### src/rtl/sort_arbiter_if.sv
// Requester-side bus of the sort arbiter: job requests, per-requester load streams
// and the single sorted output stream.
interface sort_arbiter_if #(
    parameter int NUM_REQ    = 4,
    parameter int DATA_WIDTH = 8
);
    localparam int IDW = $clog2(NUM_REQ);

    logic [NUM_REQ-1:0]            req;
    logic [NUM_REQ-1:0]            grant;
    logic [NUM_REQ-1:0]            in_valid;
    logic [NUM_REQ*DATA_WIDTH-1:0] in_data;
    logic [NUM_REQ-1:0]            in_ready;
    logic                          out_valid;
    logic [DATA_WIDTH-1:0]         out_data;
    logic                          out_last;
    logic [IDW-1:0]                out_id;

    modport slave (
        input  req, in_valid, in_data,
        output grant, in_ready, out_valid, out_data, out_last, out_id
    );

    modport master (
        output req, in_valid, in_data,
        input  grant, in_ready, out_valid, out_data, out_last, out_id
    );
endinterface

### src/rtl/sort_arbiter.sv
// Round-robin front end that shares one bubble-sort core among several requesters,
// walking each job through clear, load, sort and drain.
module sort_arbiter #(
    parameter int DATA_WIDTH   = 8,
    parameter int NUM_DATA     = 8,
    parameter int NUM_REQ      = 4,
    parameter int SORT_TIMEOUT = 128
) (
    input  logic                  clk,
    input  logic                  rst,
    sort_arbiter_if.slave         bus,
    output logic                  busy,
    output logic                  err,
    output logic                  srt_rst,
    output logic                  srt_wr_en,
    output logic [DATA_WIDTH-1:0] srt_datain,
    output logic                  srt_rd_en,
    input  logic [DATA_WIDTH-1:0] srt_dataout,
    input  logic                  srt_done
);
    localparam int IDW    = $clog2(NUM_REQ);
    localparam int CNT_W  = $clog2(NUM_DATA) + 1;
    localparam int TCNT_W = $clog2(SORT_TIMEOUT) + 1;

    typedef enum logic [2:0] {
        S_IDLE  = 3'd0,
        S_CLR   = 3'd1,
        S_LOAD  = 3'd2,
        S_SORT  = 3'd3,
        S_DRAIN = 3'd4
    } state_t;

    state_t              state_q,     state_d;
    logic [NUM_REQ-1:0]  grant_q,     grant_d;
    logic [IDW-1:0]      gidx_q,      gidx_d;
    logic [IDW-1:0]      rr_q,        rr_d;
    logic [CNT_W-1:0]    cnt_q,       cnt_d;
    logic [TCNT_W-1:0]   tcnt_q,      tcnt_d;
    logic                out_valid_q, out_valid_d;
    logic                out_last_q,  out_last_d;
    logic                busy_q,      busy_d;

    logic [DATA_WIDTH-1:0] slice_s [NUM_REQ];
    logic [IDW-1:0]        pick_idx_s;
    logic [IDW-1:0]        next_rr_s;
    logic                  beat_s;
    logic                  timeout_s;

    // Unpack the flat load bus into one word per requester.
    always_comb begin
        for (int k = 0; k < NUM_REQ; k++) begin
            slice_s[k] = bus.in_data[k*DATA_WIDTH +: DATA_WIDTH];
        end
    end

    // Round-robin pick: walk downward so the requester closest above rr_q wins.
    always_comb begin
        logic [IDW-1:0] k_s;
        pick_idx_s = '0;
        k_s        = '0;
        for (int i = NUM_REQ - 1; i >= 0; i--) begin
            k_s        = IDW'((int'(rr_q) + i) % NUM_REQ);
            pick_idx_s = bus.req[k_s] ? k_s : pick_idx_s;
        end
    end

    // Strobes and the pointer value used when a job retires.
    always_comb begin
        beat_s    = (state_q == S_LOAD) && bus.in_valid[gidx_q];
        timeout_s = (state_q == S_SORT) && !srt_done
                    && (tcnt_q == TCNT_W'(SORT_TIMEOUT - 1));
        next_rr_s = (gidx_q == IDW'(NUM_REQ - 1)) ? {IDW{1'b0}} : gidx_q + IDW'(1);
    end

    // Job sequencer next-state logic.
    always_comb begin
        state_d = state_q;
        grant_d = grant_q;
        gidx_d  = gidx_q;
        rr_d    = rr_q;
        cnt_d   = cnt_q;
        tcnt_d  = tcnt_q;
        case (state_q)
            S_IDLE: begin
                if (|bus.req) begin
                    grant_d = {{(NUM_REQ-1){1'b0}}, 1'b1} << pick_idx_s;
                    gidx_d  = pick_idx_s;
                    cnt_d   = '0;
                    tcnt_d  = '0;
                    state_d = S_CLR;
                end else begin
                    grant_d = '0;
                end
            end
            S_CLR: begin
                state_d = S_LOAD;
            end
            S_LOAD: begin
                if (beat_s && (cnt_q == CNT_W'(NUM_DATA - 1))) begin
                    cnt_d   = '0;
                    tcnt_d  = '0;
                    state_d = S_SORT;
                end else if (beat_s) begin
                    cnt_d = cnt_q + CNT_W'(1);
                end else begin
                    cnt_d = cnt_q;
                end
            end
            S_SORT: begin
                // A done seen on the final allowed cycle still wins over the timeout.
                if (srt_done) begin
                    cnt_d   = '0;
                    state_d = S_DRAIN;
                end else if (timeout_s) begin
                    grant_d = '0;
                    rr_d    = next_rr_s;
                    tcnt_d  = '0;
                    state_d = S_IDLE;
                end else begin
                    tcnt_d = tcnt_q + TCNT_W'(1);
                end
            end
            S_DRAIN: begin
                if (cnt_q == CNT_W'(NUM_DATA - 1)) begin
                    grant_d = '0;
                    rr_d    = next_rr_s;
                    cnt_d   = '0;
                    state_d = S_IDLE;
                end else begin
                    cnt_d = cnt_q + CNT_W'(1);
                end
            end
            default: begin
                grant_d = '0;
                cnt_d   = '0;
                tcnt_d  = '0;
                state_d = S_IDLE;
            end
        endcase
        out_valid_d = (state_d == S_DRAIN);
        out_last_d  = (state_d == S_DRAIN) && (cnt_d == CNT_W'(NUM_DATA - 1));
        busy_d      = (state_d != S_IDLE);
    end

    // State and registered-output flops.
    always_ff @(posedge clk or posedge rst) begin
        if (rst) begin
            state_q     <= S_IDLE;
            grant_q     <= '0;
            gidx_q      <= '0;
            rr_q        <= '0;
            cnt_q       <= '0;
            tcnt_q      <= '0;
            out_valid_q <= 1'b0;
            out_last_q  <= 1'b0;
            busy_q      <= 1'b0;
        end else begin
            state_q     <= state_d;
            grant_q     <= grant_d;
            gidx_q      <= gidx_d;
            rr_q        <= rr_d;
            cnt_q       <= cnt_d;
            tcnt_q      <= tcnt_d;
            out_valid_q <= out_valid_d;
            out_last_q  <= out_last_d;
            busy_q      <= busy_d;
        end
    end

    // Sorter pins and requester-facing outputs; drain data is the sorter's own register.
    always_comb begin
        srt_rst       = rst || (state_q == S_CLR);
        srt_wr_en     = beat_s;
        srt_datain    = beat_s ? slice_s[gidx_q] : {DATA_WIDTH{1'b0}};
        srt_rd_en     = (state_q == S_SORT) && !srt_done;
        err           = timeout_s;
        busy          = busy_q;
        bus.grant     = grant_q;
        bus.in_ready  = (state_q == S_LOAD) ? grant_q : {NUM_REQ{1'b0}};
        bus.out_valid = out_valid_q;
        bus.out_data  = out_valid_q ? srt_dataout : {DATA_WIDTH{1'b0}};
        bus.out_last  = out_last_q;
        bus.out_id    = out_valid_q ? gidx_q : {IDW{1'b0}};
    end
endmodule

### src/flat_wrapper.sv
// flat-port wrapper written by rule: the top's interface ports become plain ports
module sort_arbiter_flat 
#(
    parameter int DATA_WIDTH   = 8,
    parameter int NUM_DATA     = 8,
    parameter int NUM_REQ      = 4,
    parameter int SORT_TIMEOUT = 128
)
  (clk, rst, busy, err, srt_rst, srt_wr_en, srt_datain, srt_rd_en, srt_dataout, srt_done, bus_req, bus_in_valid, bus_in_data, bus_grant, bus_in_ready, bus_out_valid, bus_out_data, bus_out_last, bus_out_id);
  sort_arbiter_if #(.NUM_REQ(NUM_REQ), .DATA_WIDTH(DATA_WIDTH)) bus_i ();
  input  logic clk;
  input  logic rst;
  output logic busy;
  output logic err;
  output logic srt_rst;
  output logic srt_wr_en;
  output logic [DATA_WIDTH-1:0] srt_datain;
  output logic srt_rd_en;
  input  logic [DATA_WIDTH-1:0] srt_dataout;
  input  logic srt_done;
  input wire logic [$bits(bus_i.req)-1:0] bus_req;
  input wire logic [$bits(bus_i.in_valid)-1:0] bus_in_valid;
  input wire logic [$bits(bus_i.in_data)-1:0] bus_in_data;
  output wire logic [$bits(bus_i.grant)-1:0] bus_grant;
  output wire logic [$bits(bus_i.in_ready)-1:0] bus_in_ready;
  output wire logic [$bits(bus_i.out_valid)-1:0] bus_out_valid;
  output wire logic [$bits(bus_i.out_data)-1:0] bus_out_data;
  output wire logic [$bits(bus_i.out_last)-1:0] bus_out_last;
  output wire logic [$bits(bus_i.out_id)-1:0] bus_out_id;
  assign bus_i.req = bus_req;
  assign bus_i.in_valid = bus_in_valid;
  assign bus_i.in_data = bus_in_data;
  assign bus_grant = bus_i.grant;
  assign bus_in_ready = bus_i.in_ready;
  assign bus_out_valid = bus_i.out_valid;
  assign bus_out_data = bus_i.out_data;
  assign bus_out_last = bus_i.out_last;
  assign bus_out_id = bus_i.out_id;
  sort_arbiter #(.DATA_WIDTH(DATA_WIDTH), .NUM_DATA(NUM_DATA), .NUM_REQ(NUM_REQ), .SORT_TIMEOUT(SORT_TIMEOUT)) u_core (.clk(clk), .rst(rst), .bus(bus_i), .busy(busy), .err(err), .srt_rst(srt_rst), .srt_wr_en(srt_wr_en), .srt_datain(srt_datain), .srt_rd_en(srt_rd_en), .srt_dataout(srt_dataout), .srt_done(srt_done));
endmodule
### config.mk
export PLATFORM = sky130hd
export DESIGN_NAME = sort_arbiter_flat
export DESIGN_NICKNAME = d
export VERILOG_FILES = /design/src/rtl/sort_arbiter_if.sv /design/src/rtl/sort_arbiter.sv /design/src/flat_wrapper.sv
export SDC_FILE = /design/constraint.sdc
export NUM_CORES = 1
export LEC_CHECK = 0
export BUFFER_PORTS_ARGS = -buffer_cell sky130_fd_sc_hd__buf_2
export CAP_MARGIN = 30
export CORE_ASPECT_RATIO = 1.25
export CORE_MARGIN = 4
export CORE_UTILIZATION = 40
export DETAILED_ROUTE_END_ITERATION = 12
export HOLD_SLACK_MARGIN = 0.08
export PLACE_DENSITY = 0.67
export SLEW_MARGIN = 20
export SYNTH_ARGS = -nofsm -noshare
export SYNTH_HDL_FRONTEND = slang
export SYNTH_SLANG_ARGS = --single-unit
### constraint.sdc
create_clock -name clk -period 2.2 [get_ports clk]
set_input_delay 0.22 -clock clk [delete_from_list [all_inputs] [get_ports clk]]
set_output_delay 0.22 -clock clk [all_outputs]
set_load 0.1 [all_outputs]
==> key figures <==
Status
  – Status: complete, no violations

Critical path
  – Critical path depth: 7
  – Critical path destination: srt_rd_en
  – CP Capture Type: primary output
  – Top Family by Delay on Critical Path: multiplexers
  – Slowest CP cell: mux4_2
  – Critical-path cell list: mux4_2 > buf_6 > nand2_1 > a22o_1 > buf_6 > nor2_4 > buf_12
  – R2R Setup Slk: 0.12 ns
  – CP required: 1.98 ns
  – CP Launch Point: u_core.gidx_q[0]
  – Slowest stage delay, CP: 0.53 ns
  – R2R cell count: 5
  – Crit-path max FO: 11
  – Crit path launch type: register
  – RR Startpoint: u_core.gidx_q[0]
  – Crit Path Class: reg2out
  – WP buf/inv: 3
  – Crit path top cell by count: buf_6
  – R2r endpoint: u_core.bus.out_last
  – WP data arrival: 1.89 ns

Clock network
  – CTS tree: built
  – H-tree depth: 1
  – Clock transition at path regs: 0.08 ns
  – Clock buffer depth: 2
  – Hold-fix buffers, CTS: 0
  – Inserted Clock Buffers: 3
  – Root Buffer: clkbuf_8
  – Clock sink total: 26
  – Skew-Pair Late Insertion Delay: 0.27 ns

Power
  – Peak supply drop: 0.9323 mV
  – Design Power: 4.012 mW
  – LEAKAGE: 1.315 nW
  – Cell Pwr Density: 1530 nW/um2

Global route
  – Vias in the first global route: 1689
  – Initial antenna violation count: 0
  – Overflow after GRT: 0
  – Largest net degree at the start of global routing: 27
  – Global-route wire length before repair: 7797 um
  – GRT Overall Usage: 18.39%

Yosys
  – Yosys reg bits: 26
  – Multiplexer share of the synthesized area: 12.20%
  – Synth Area in Adders: 2.104%
  – Syn_nets: 242
  – Synth top cells by count: dfrtp_1, nand2_1, and2_1, and3_1, o21ai_0
  – Synth Flop Type: dfrtp_1
  – Post-synth top area share: 36.47%
  – Post-Syn Area per Cell: 9.490 um2
  – Synth top area cells: dfrtp_1, mux4_2, and2_1
  – Xor/xnor share of the synthesized area: 0.9818%
  – Fraction of registers with async set or reset after synthesis: 100.0%
  – Synthesis warning total: 0
  – Synthesized cell area: 1784 um2
  – Simple-gate share of the synthesized area: 24.47%
  – Most numerous cell in the Yosys netlist: dfrtp_1
  – EDFF count, synth: 0
  – Main combinational cell family by area after synthesis: simple AND/OR/NAND/NOR gates
  – Register area share after synthesis: 36.47%
  – Post-synthesis compound-gate area fraction: 19.28%
  – Synthesized instance count: 188
  – Netlist cell types: 45
  – Yosys top cell by area: dfrtp_1

Run
  – Max-Cap Viols: 0

Floorplan
  – Starting Density: 42.52%
  – Die span in y: 82.67 um
  – I/O pin total: 84
  – Site Rows: 26
  – CORE AREA: 4197 um2
  – Die span in x: 67.74 um
  – DIE AREA: 5600 um2

Timing
  – Clock skew: 0.004741 ns
  – Final period utilization: 96.07%
  – Final setup viols: 0
  – Hold Violations, Final: 0
  – Unrepaired setup endpoints after global routing: true
  – Hold Slack: 0.08310 ns
  – Setup TNS: 0 ns
  – Final period demand of the worst path: 2.114 ns
  – Pins over their slew limit: 0
  – Worst-Margin Slew: 0.4931 ns
  – Min setup slack post-route: 0.08636 ns
  – F_max: 473.1 MHz
  – Max-slew headroom at the worst pin: 67.35%

Routing
  – Post-DRT Antenna Nets: 0
  – # DRC: 0
  – Routed vias/inst: 5.407
  – 1st-iter DRT viols: 51
  – Total wire length: 5010 um
  – Routed vias: 1795
  – First drt pass iteration count: 5
  – Wire per inst: 15.09 um

Cells and area
  – Multi-input gate area: 1074 um2
  – Share of layout cells above drive strength 1: 42.75%
  – Post-layout util: 62.49%
  – Sequential cell area: 651.9 um2
  – Fin cells: 332
  – Syn-to-layout area delta: 46.98%
  – # diodes: 0
  – Design area: 2623 um2
  – Final #Nets: 331
  – # fillers: 350

Placement
  – # port buffers: 83
  – RD Place Congestion: 0.8572
  – HPWL after DPL: 4062 um
  – Dpl ws: 0.1311 ns
  – Placed Cells: 327
  – Placed cell area: 2551 um2

Worst hold path
  – Min-delay worst type: in2async
==> state kept, by name, indices dropped and copies added (netlist names) <==
| register | flops |
|---|---|
| u_core.busy | 1 |
| u_core.bus.grant | 4 |
| u_core.bus.out_valid | 1 |
| u_core.rr_q | 2 |
| u_core.tcnt_q | 8 |
| u_core.bus.out_last | 1 |
| u_core.state_q | 3 |
| u_core.cnt_q | 4 |
| u_core.gidx_q | 2 |
==> placed cells by master (no fill, tap or decap), drive strengths merged, types with 2 or more instances in the layout <==
cell type | Yosys | routed
xnor2 | 2 | 2
nand2 | 19 | 19
a22oi | 2 | 2
or2 | 2 | 2
nand2b | 2 | 2
o21ai | 13 | 13
dfrtp | 26 | 26
clkbuf | 7 | 4
nor2 | 9 | 9
o31ai | 5 | 5
nand3b | 2 | 2
a221o | 2 | 2
nor3b | 5 | 5
a21o | 2 | 2
a31oi | 3 | 3
a22o | 5 | 5
and2 | 14 | 14
inv | 11 | 11
mux4 | 9 | 9
a21oi | 3 | 3
buf | 3 | 94
ha | 3 | 3
and3 | 14 | 14
nand3 | 7 | 7
or3 | 2 | 2
==> area by class of cell <==
class / count / area share [%]
Multi-Input combinational cell: 141 / 40.94
Clock buffer: 4 / 2.099
Tap cell: 56 / 2.672
Timing Repair Buffer: 94 / 27.86
Sequential cell: 26 / 24.86
Inverter: 11 / 1.574
==> worst register-to-register path, stage by stage, from the launching register on <==
cell and delay [ns]:
dfrtp_1 0.38, mux4_2 0.53, a21o_1 0.24, and3_1 0.17
a211o_1 0.32, a2111oi_4 0.34
==> cell families (layout without fill, tap and decap cells) <==
kind of cell	after synthesis	after routing
AND/OR/NAND/NOR	80	80
XOR/XNOR	2	2
buffers and inverters	21	109
flip-flops	26	26
multiplexers	10	10
AO/OA/AOI/OAI	46	46
adder cells (fa/ha/maj)	3	3
==> worst min path at each step <==
stage,from,endpoint,slack (ns),cells after the start
finish,rst,u_core.tcnt_q[2],0.08,3
global route,rst,u_core.bus.grant[2],0.12,3
CTS,rst,u_core.tcnt_q[6],0.09,3
detailed placement,rst,u_core.tcnt_q[1],0.39,3
global placement,rst,u_core.rr_q[0],0.39,3
floorplan,rst,u_core.bus.grant[0],0.28,1
==> what timing repair did <==
item | 4_1_cts | 5_1_grt
endpoints found under the setup margin | 1 | 3
pin swaps | 0 | 1
setup buffers | 0 | 1
gates resized for setup | 1 | 2
gates cloned | 0 | 0
==> power breakdown <==
group	total [mW]	switching, mW	internal, mW
Combinational	2.93	1.95	0.987
Sequential	0.780	0.162	0.617
Clock	0.299	0.139	0.160
==> metal layers <==
metal,vias up,wire length (um),global-route usage (%)
met4,0,63,5.477
met2,75,2500,34.76
met3,7,541,3.383
met5,-,0,0
met1,841,1904,20.44
li1,872,-,-
(Power assumes the default switching activity.)
